[config.mk]
export PLATFORM = sky130hd
export DESIGN_NAME = mem_port_arbiter
export DESIGN_NICKNAME = d
export VERILOG_FILES = /design/src/rtl/mem_port_arbiter.sv
export SDC_FILE = /design/constraint.sdc
export NUM_CORES = 1
export LEC_CHECK = 0
export CAP_MARGIN = 40
export CORE_UTILIZATION = 44
export DETAILED_ROUTE_END_ITERATION = 7
export GPL_TIMING_DRIVEN = 0
export PLACE_DENSITY = 0.77
export SYNTH_ARGS = -nofsm -noshare
export SYNTH_HDL_FRONTEND = slang
export SYNTH_SLANG_ARGS = --single-unit
export TNS_END_PERCENT = 5
[constraint.sdc]
create_clock -name clk -period 2.26 [get_ports clk]
set_input_delay 0.452 -clock clk [delete_from_list [all_inputs] [get_ports clk]]
set_output_delay 0.452 -clock clk [all_outputs]
set_load 0.01 [all_outputs]
[src/rtl/mem_port_arbiter.sv]
// Arbitrates the single external memory port between instruction fetch and data access,
// with a watchdog abort. Define ARB_ROUND_ROBIN_EN for round-robin ties (default: DM wins ties).
module mem_port_arbiter #(
  parameter int WORD_WIDTH     = 32,
  parameter int TIMEOUT_CYCLES = 255
) (
  input  logic                    clk,
  input  logic                    rst_n,
  input  logic [WORD_WIDTH-1:0]   if_addr,
  input  logic                    if_read,
  output logic [WORD_WIDTH-1:0]   if_rdata,
  output logic                    if_resp,
  output logic                    if_stall,
  input  logic [WORD_WIDTH-1:0]   dm_addr,
  input  logic                    dm_read,
  input  logic                    dm_write,
  input  logic [WORD_WIDTH-1:0]   dm_wdata,
  input  logic [WORD_WIDTH/8-1:0] dm_wmask,
  output logic [WORD_WIDTH-1:0]   dm_rdata,
  output logic                    dm_resp,
  output logic                    dm_stall,
  output logic [WORD_WIDTH-1:0]   mem_addr,
  output logic                    mem_read,
  output logic                    mem_write,
  output logic [WORD_WIDTH-1:0]   mem_wdata,
  output logic [WORD_WIDTH/8-1:0] mem_wmask,
  input  logic [WORD_WIDTH-1:0]   mem_rdata,
  input  logic                    mem_resp,
  output logic                    bus_err
);

  localparam int WD_W = $clog2(TIMEOUT_CYCLES + 1);
  localparam logic [WD_W-1:0] WD_LIMIT = WD_W'(TIMEOUT_CYCLES);

  typedef enum logic [1:0] {
    IDLE   = 2'd0,
    GNT_IF = 2'd1,
    GNT_DM = 2'd2
  } state_t;

  state_t                  state;
  logic [WD_W-1:0]         wdog;
  logic [WORD_WIDTH-1:0]   if_rdata_q;
  logic [WORD_WIDTH-1:0]   dm_rdata_q;
  logic [WORD_WIDTH-1:0]   resp_data;
  logic                    if_req;
  logic                    dm_req;
  logic                    pick_dm;
  logic                    timeout;
  logic                    done;

  assign if_req = if_read;
  assign dm_req = dm_read | dm_write;

`ifdef ARB_ROUND_ROBIN_EN
  logic last_gnt_dm;
  assign pick_dm = dm_req & (~if_req | ~last_gnt_dm);
`else
  assign pick_dm = dm_req;
`endif

  assign timeout = (wdog == WD_LIMIT);
  assign done    = (state != IDLE) & (mem_resp | timeout);
  assign if_resp = (state == GNT_IF) & (mem_resp | timeout);
  assign dm_resp = (state == GNT_DM) & (mem_resp | timeout);

  // A real response beats a simultaneous timeout; an abort returns zero.
  assign resp_data = mem_resp ? mem_rdata : '0;
  assign if_rdata  = if_resp ? resp_data : if_rdata_q;
  assign dm_rdata  = dm_resp ? resp_data : dm_rdata_q;

  assign if_stall = if_read & ~if_resp;
  assign dm_stall = dm_req & ~dm_resp;

  always_ff @(posedge clk) begin
    if (!rst_n) begin
      state      <= IDLE;
      wdog       <= '0;
      bus_err    <= 1'b0;
      mem_addr   <= '0;
      mem_read   <= 1'b0;
      mem_write  <= 1'b0;
      mem_wdata  <= '0;
      mem_wmask  <= '0;
      if_rdata_q <= '0;
      dm_rdata_q <= '0;
`ifdef ARB_ROUND_ROBIN_EN
      last_gnt_dm <= 1'b0;
`endif
    end else begin
      case (state)
        IDLE: begin
          wdog <= '0;
          if (pick_dm) begin
            state     <= GNT_DM;
            mem_addr  <= dm_addr;
            mem_read  <= dm_read;
            mem_write <= dm_write & ~dm_read;
            mem_wdata <= dm_wdata;
            mem_wmask <= (dm_write & ~dm_read) ? dm_wmask : '1;
`ifdef ARB_ROUND_ROBIN_EN
            last_gnt_dm <= 1'b1;
`endif
          end else if (if_req) begin
            state     <= GNT_IF;
            mem_addr  <= if_addr;
            mem_read  <= 1'b1;
            mem_write <= 1'b0;
            mem_wdata <= '0;
            mem_wmask <= '1;
`ifdef ARB_ROUND_ROBIN_EN
            last_gnt_dm <= 1'b0;
`endif
          end
        end
        GNT_IF, GNT_DM: begin
          if (done) begin
            state     <= IDLE;
            wdog      <= '0;
            mem_read  <= 1'b0;
            mem_write <= 1'b0;
            if (!mem_resp) bus_err <= 1'b1;
            if (state == GNT_IF) if_rdata_q <= resp_data;
            else                 dm_rdata_q <= resp_data;
          end else begin
            // Never wraps: the transaction ends when the count hits the limit.
            wdog <= wdog + WD_W'(1);
          end
        end
        default: begin
          state     <= IDLE;
          wdog      <= '0;
          mem_read  <= 1'b0;
          mem_write <= 1'b0;
        end
      endcase
    end
  end

endmodule

== After elaboration in Yosys (flattened, before gate mapping) ==
Index checks and enable logic that the tools add are counted.

* Add/subtract/negate cells: 1
* Eq/ne operators: 5
* Muxes and demuxes: 21
* Bitwise gates (word level): 15
* Reduce and logical (&&, ||, !) cells: 10

{| class="wikitable"
|+ Operator list
! operator !! number
|-
| 32-bit 2-to-1 mux || 7
|-
| 4-bit 2-to-1 mux || 3
|-
| 3-bit AND reduction || 3
|-
| 8-bit by 1-bit adder with 8-bit output (second input constant) || 1
|-
| 8-bit == test (second input constant) || 1
|-
| 1-bit inverter || 7
|-
| 1-bit AND || 6
|-
| 2-bit 2-to-1 mux || 3
|-
| 1-bit 2-to-1 mux || 5
|-
| 1-bit one-hot mux with 2 select lines || 2
|-
| 2-bit one-hot mux with 2 select lines || 1
|-
| 2-bit AND reduction || 2
|-
| 2-bit nonzero test || 2
|-
| 3-bit inequality test (second input constant) || 1
|-
| 3-bit OR reduction || 1
|-
| 2-bit by 1-bit == test with 1-bit output (second input constant) || 1
|-
| 2-bit == test (second input constant) || 1
|-
| 2-bit zero test || 1
|-
| 2-bit inequality test (second input constant) || 1
|-
| 1-bit OR || 2
|-
| 2-bit OR reduction || 1
|}

* Flip-flop bits (word level): 145
* Input port bits: 138
* Logic and storage cells: 62

== Longest topological paths before layout ==
Gate-level depths: netlist of run 1.

* Word-level depth: 5
* Mapped depth: 8

== Least setup slack after synthesis of run 1 ==
OpenSTA, ideal clock, no wires.

* Path type: register to output
* From: register state[1]
* To: output port if_rdata[10]
* Data arrival time: 1.517 ns
* Setup slack: 0.291 ns
* Stages on the path, launching flop included: 8
* Path buffers: 3
* Path through: dfxtp_1 > inv_1 > ha_1 > clkbuf_2 > and2_1 > clkbuf_1 > clkbuf_1 > a221o_1

* Cells in the longest elaborated chain, start to end: 3

{| class="wikitable"
|+ RTL lines
! item !! RTL line !! text
|-
| start: declaration || 41 || <nowiki>state_t state;</nowiki>
|-
| start signal: assignment || 77 || <nowiki>state <= IDLE;</nowiki>
|-
| start signal: assignment || 95 || <nowiki>state <= GNT_DM;</nowiki>
|-
| start signal: assignment || 105 || <nowiki>state <= GNT_IF;</nowiki>
|-
| 2-bit by 1-bit == test with 1-bit output || 64 || <nowiki>assign if_resp = (state == GNT_IF) & (mem_resp | timeout);</nowiki>
|-
| 1-bit AND || 64 ||
|-
| 32-bit 2-to-1 mux || 69 || <nowiki>assign if_rdata = if_resp ? resp_data : if_rdata_q;</nowiki>
|-
| end: declaration || 11 || <nowiki>output logic [WORD_WIDTH-1:0] if_rdata,</nowiki>
|}

No other way between the ends.

== Final worst setup path of run 1 ==
* From: register wdog[0]
* To: output port if_rdata[3]

* Cells in the longest elaborated chain, start to end: 4

{| class="wikitable"
|+ RTL lines
! item !! RTL line !! text
|-
| start: declaration || 42 || <nowiki>logic [WD_W-1:0] wdog;</nowiki>
|-
| start signal: assignment || 127 || <nowiki>wdog <= wdog + WD_W'(1);</nowiki>
|-
| 8-bit == test || 62 || <nowiki>assign timeout = (wdog == WD_LIMIT);</nowiki>
|-
| 1-bit OR || 64 ||
|-
| 1-bit AND || 64 ||
|-
| 32-bit 2-to-1 mux || 69 ||
|}

No other way between the ends.

==> run_results.csv, run 1 <==
group,metric,value,unit
sta,worst_slew_pin_slew,0.669,ns
synth,syn_area_per_cell,8.49,sq um
synth,ys_types,48,
sta,rsz0062_at_grt,"yes",
flow_run,drv_cap,0,
clocking,clock_sinks,145,
worst_hold_path,hp-start,"rst_n",
global_routing,grt_max_degree,20,
final_layout,final_nets,1292,
setup_path,r2r_slack,0.08,ns
clocking,cts-root-buf,"clkbuf_16",
setup_path,slowest_delay,0.37,ns
synth,syn_area,7150,sq um
placement,io_buffers,274,
setup_path,critPathMaxFanout,7,
power_and_ir_drop,power,9.71,mW
final_layout,drive_above_1_share,0.181,
synth,synthCells,842,
setup_path,cp-start-kind,"flop",
synth,ys_warn_count,0,
clocking,cts_tree,"built",
sta,finalHoldViolCount,0,
floorplanning,die_w,129,um
floorplanning,io_pins,277,
sta,setup_ws,-0.227,ns
sta,finalClockSkew,0.0108,ns
final_layout,postLayoutCoreUtil,0.691,
sta,max_freq,402,MHz
setup_path,end_kind,"output pin",
final_layout,mostFrequentLayoutCells,"clkdlybuf4s50_1 (205), dfxtp_1 (141), a311oi_1 (96)",
placement,routabilityCongestion,0.847,
status,status,"finished with violations",
power_and_ir_drop,p_leak,4.06,nW
worst_hold_path,hold_path_depth,2,
setup_path,path_cells,"ha_4 > and4_4 > a21oi_4 > buf_6 > buf_12 > a221o_1 > buf_2",
placement,hpwl,19100,um
routing,wl_per_cell,19.7,um
status,violations,"setup timing",
final_layout,area_growth,53.6,%
sta,slew_headroom,0.554,
clocking,hold_buffers,0,
worst_hold_path,min_to,"bus_err",
synth,synth_edf_count,0,
setup_path,rr_endpoint,"dm_rdata_q[9]",
routing,first_pass_iters,5,
global_routing,antenna_found_initial,1,
synth,syn_nets,984,
floorplanning,start_util,0.450,
setup_path,rr_worst_depth,8,
routing,vias,8187,
routing,drtAntennaViolNets,0,
setup_path,critPathSlowestCell,"dfxtp_4",
floorplanning,rows,46,
setup_path,r2r_start,"state[0]",
placement,dpl_cell_area,10200,sq um
clocking,cts_buffers,17,
power_and_ir_drop,p_per_area,884,nW/um^2
routing,drc,0,
sta,setup-violations-final,68,
synth,ys_seq_elements,145,
setup_path,cp.required,1.81,ns
power_and_ir_drop,ir_worst_vdd,707,uV
clocking,clk_path_buf_depth,2,
floorplanning,chipHeight,129,um
synth,yosysSeqAreaShare,0.406,
synth,synthFlopType,"dfxtp_1",
clocking,clkTransAtPathRegs,0.06,ns
global_routing,overflow,0,
final_layout,final_common_cell,"clkdlybuf4s50_1",
floorplanning,coreArea,15900,sq um
setup_path,critPathKind,"reg -> out",
clocking,clk_latency,0.42,ns
sta,final-max-slew-violation-count,0,
routing,drtIter0Drc,699,
floorplanning,die-area,16800,sq um
sta,period_minus_slack,2.49,ns
global_routing,grt_pass1_wl,41700,um
global_routing,first_global_vias,7783,
synth,async_flop_share,0,
final_layout,fin_area,11000,sq um
routing,drt_wl_total,27200,um
clocking,h-tree-depth,4,
final_layout,n_fill_cell,1310,
global_routing,grt_usage,0.318,
sta,finalCritPeriodShare,1.10,
routing,via_per_inst,5.93,
setup_path,cp.arrival,2.04,ns
worst_hold_path,worstHoldPathType,"in -> reg",
-- worst max path at each step --
stage	start	end	slack, ns	cells past startpoint
CTS	wdog[0]	if_rdata[27]	-0.25	6
global placement	mem_resp	dm_rdata[0]	-0.96	7
global route	wdog[0]	if_rdata[3]	-0.27	7
detailed placement	mem_resp	dm_rdata[22]	-0.99	7
floorplan	state[1]	if_rdata[10]	0.29	7
finish	wdog[0]	if_rdata[3]	-0.23	7
-- layer usage --
| layer | share of wire | track usage |
|---|---|---|
| met5 | 0 | 0 |
| met3 | 0.089 | 0.0908 |
| met2 | 0.49 | 0.540 |
| met1 | 0.40 | 0.391 |
| met4 | 0.024 | 0.0937 |
-- registers in the layout (all words and copies together) (netlist names) --
register / cells
dm_rdata_q: 32
mem_read: 1
mem_wdata: 32
bus_err: 1
mem_addr: 32
state: 2
if_rdata_q: 32
mem_write: 1
wdog: 8
mem_wmask: 4
-- area by class of cell --
type / count / area (sq um) / area share
Inverter: 39 / 146 / 0.0133
Multi-Input combinational cell: 561 / 3880 / 0.353
Tap cell: 216 / 270 / 0.0246
Timing Repair Buffer: 293 / 2640 / 0.241
Sequential cell: 145 / 2920 / 0.265
Clock buffer: 18 / 429 / 0.0391
Antenna cell: 1 / 2.50 / 0.000228
Buffer: 93 / 603 / 0.0549
Clock inverter: 14 / 92.6 / 0.00843
-- kinds of logic after synthesis --
family / after synthesis / synth area share
xor+xnor: 3 / 0.00367
flops: 145 / 0.406
buf+inv: 136 / 0.0838
simple gates: 206 / 0.131
fa+ha+maj: 4 / 0.00700
compound gates: 348 / 0.368
-- repair_timing --
| action | CTS | global route |
|---|---|---|
| endpoints found under the setup margin | 68 | 78 |
| cloned | 1 | 2 |
| resized for setup | 348 | 46 |
| pin swaps | 23 | 13 |
| setup buffers | 4 | 12 |
-- synthesized netlist by cell type (all sizes together) (9+ instances only) --
master | n | share of area
a221o | 32 | 0.045
dfxtp | 145 | 0.41
a22oi | 32 | 0.034
nand2 | 69 | 0.036
nor3 | 9 | 0.0063
a31oi | 64 | 0.056
a311oi | 96 | 0.12
o21ai | 68 | 0.048
inv | 38 | 0.020
clkbuf | 56 | 0.030
nor2 | 70 | 0.037
buf | 41 | 0.034
a2bb2oi | 32 | 0.039
nor2b | 33 | 0.029
-- power by group --
| part | switching [mW] | internal [mW] | leakage (nW) |
|---|---|---|---|
| Combinational | 2.12 | 1.89 | 2.63 |
| Clock | 1.14 | 1.39 | 0.244 |
| Sequential | 0.220 | 2.94 | 1.19 |
-- critical path, delay by kind of cell (launching register included) --
family / cells / cell delay, ns
buf+inv: 3 / 0.42
fa+ha+maj: 1 / 0.16
flops: 1 / 0.37
compound gates: 2 / 0.41
simple gates: 1 / 0.25
-- through the flow --
stage / setup TNS, ns / std cells / hold WS (ns) / setup slack, ns
after CTS: -7.58 / 1365 / 0.340 / -0.250
after detailed placement: -54.57 / 1332 / 0.462 / -0.985
after global placement: -53.03 / 1332 / 0.451 / -0.955
final: -8.27 / 1380 / 0.356 / -0.227
after floorplan: 0 / 842 / 0.445 / 0.291
after global routing: -12.72 / 1379 / 0.357 / -0.274
Power figures use the tool's default switching activity.
==> inputs of run 2 (changes only) <==
SKIP_CTS_REPAIR_TIMING = 1   (was unset)
==> run 2 against run 1 <==
The flow still finishes with violations (setup timing); die area stayed put; sequential share of layout area is 0.055 points higher; design area is 0.25% lower; worst setup slack got worse by 0.11 ns; sequential power about the same; first-iteration DRC count decreased by 9.3%; critical path depth did not move; critical path type unchanged.
==> run_results.csv, run 2 (synthesis gave the netlist of run 1 again) <==
group,metric,value,unit
status,status,"finished with violations",
status,violations,"setup timing",
placement,routabilityCongestion,0.847,
worst_hold_path,worstHoldPathType,"in -> reg",
sta,finalClockSkew,0.0133,ns
final_layout,multi_input_area,3800,sq um
global_routing,first_global_vias,7671,
sta,slew_headroom,0.537,
setup_path,end_kind,"output pin",
clocking,cts_buffers,17,
clocking,h-tree-depth,4,
placement,io_buffers,274,
final_layout,final_nets,1298,
sta,setup_ws,-0.340,ns
floorplanning,start_util,0.450,
floorplanning,die_w,129,um
power_and_ir_drop,p_leak,4.21,nW
final_layout,mostFrequentLayoutCells,"clkdlybuf4s50_1 (205), dfxtp_1 (142), a311oi_1 (96)",
power_and_ir_drop,p_per_area,872,nW/um^2
power_and_ir_drop,ir_worst_vdd,710,uV
clocking,clk_path_buf_depth,2,
placement,dp_cells,1332,
clocking,cts_tree,"built",
sta,rsz0062_at_grt,"yes",
setup_path,critPathMaxFanout,6,
sta,finalCritPeriodShare,1.15,
floorplanning,rows,46,
global_routing,grt_usage,0.310,
setup_path,cp.required,1.81,ns
routing,drtIter0Drc,634,
floorplanning,io_pins,277,
clocking,clkTransAtPathRegs,0.06,ns
floorplanning,chipHeight,129,um
clocking,cts-root-buf,"clkbuf_16",
floorplanning,die-area,16800,sq um
flow_run,drv_cap,0,
routing,first_pass_iters,5,
final_layout,register_area,2910,sq um
sta,max_freq,385,MHz
global_routing,grt_pass1_wl,40700,um
routing,vias,8191,
sta,final-max-slew-violation-count,0,
global_routing,antenna_found_initial,1,
final_layout,final_common_cell,"clkdlybuf4s50_1",
global_routing,grt_max_degree,17,
routing,drc,0,
sta,period_minus_slack,2.60,ns
clocking,clk_latency,0.42,ns
sta,fin_setup_tns,-11.08,ns
final_layout,finalNonFillerCells,1385,
setup_path,cp.arrival,2.15,ns
clocking,clock_sinks,145,
routing,drtAntennaViolNets,0,
sta,setup-violations-final,67,
placement,hpwl,19100,um
floorplanning,coreArea,15900,sq um
final_layout,area_growth,53.2,%
setup_path,cp-start-kind,"flop",
routing,via_per_inst,5.91,
final_layout,drive_above_1_share,0.167,
setup_path,critPathKind,"reg -> out",
routing,drt_wl_total,26900,um
final_layout,diodes,0,
global_routing,overflow,0,
routing,wl_per_cell,19.4,um
final_layout,n_fill_cell,1316,
sta,worst_slew_pin_slew,0.694,ns
sta,finalHoldViolCount,0,
run 2: power breakdown:
group / switching (mW) / internal (mW)
Combinational: 2.05 / 1.79
Clock: 1.15 / 1.39
Sequential: 0.225 / 2.94
run 2: area by class of cell:
type                    instances  area share
repair buffers                299       0.252
clock buffers                  18      0.0392
clock inverters                14     0.00845
well taps                     216      0.0247
plain buffers                  93      0.0490
inverters                      39      0.0136
multi-input cells             561       0.347
flip-flops and latches        145       0.266
run 2: stage by stage:
| step | util | hold WS (ns) | worst slack (ns) | total power, mW | instance area, sq um |
|---|---|---|---|---|---|
| 2_1_floorplan | - | 0.445 | 0.291 | 5.09 | 7150 |
| 3_3_place_gp | 0.640 | 0.451 | -0.955 | 6.86 | 10200 |
| 3_5_place_dp | 0.640 | 0.462 | -0.985 | 6.89 | 10200 |
| 4_1_cts | 0.673 | 0.340 | -1.19 | 9.43 | 10700 |
| 5_1_grt | 0.690 | 0.353 | -0.385 | 9.99 | 11000 |
| 6_report | 0.690 | 0.354 | -0.340 | 9.55 | 11000 |
run 2: critical path, stage by stage, from the launching register on:
cell     delay, ns
dfxtp_1       0.48
and4_4        0.30
a21oi_4       0.09
buf_6         0.13
buf_6         0.12
buf_6         0.11
a221o_1       0.33
buf_2         0.15
run 2: metal layers:
| metal | track usage | up-vias | part of all wire | routed length [um] |
|---|---|---|---|---|
| met3 | 0.0970 | 47 | 0.092 | 2470 |
| met5 | 0 | - | 0 | 0 |
| met4 | 0.0882 | 0 | 0.021 | 559 |
| met2 | 0.529 | 398 | 0.49 | 13200 |
| li1 | - | 3863 | - | - |
| met1 | 0.376 | 3883 | 0.40 | 10700 |
run 2: worst paths after layout:
path / start / to / slack (ns) / depth (start not counted)
setup / recovery: wdog[2] / if_rdata[22] / -0.34 / 7
hold / removal: rst_n / bus_err / 0.35 / 2
setup reg to reg: state[1] / dm_rdata_q[12] / 0.09 / 7
hold reg to reg: wdog[0] / wdog[0] / 0.45 / 1
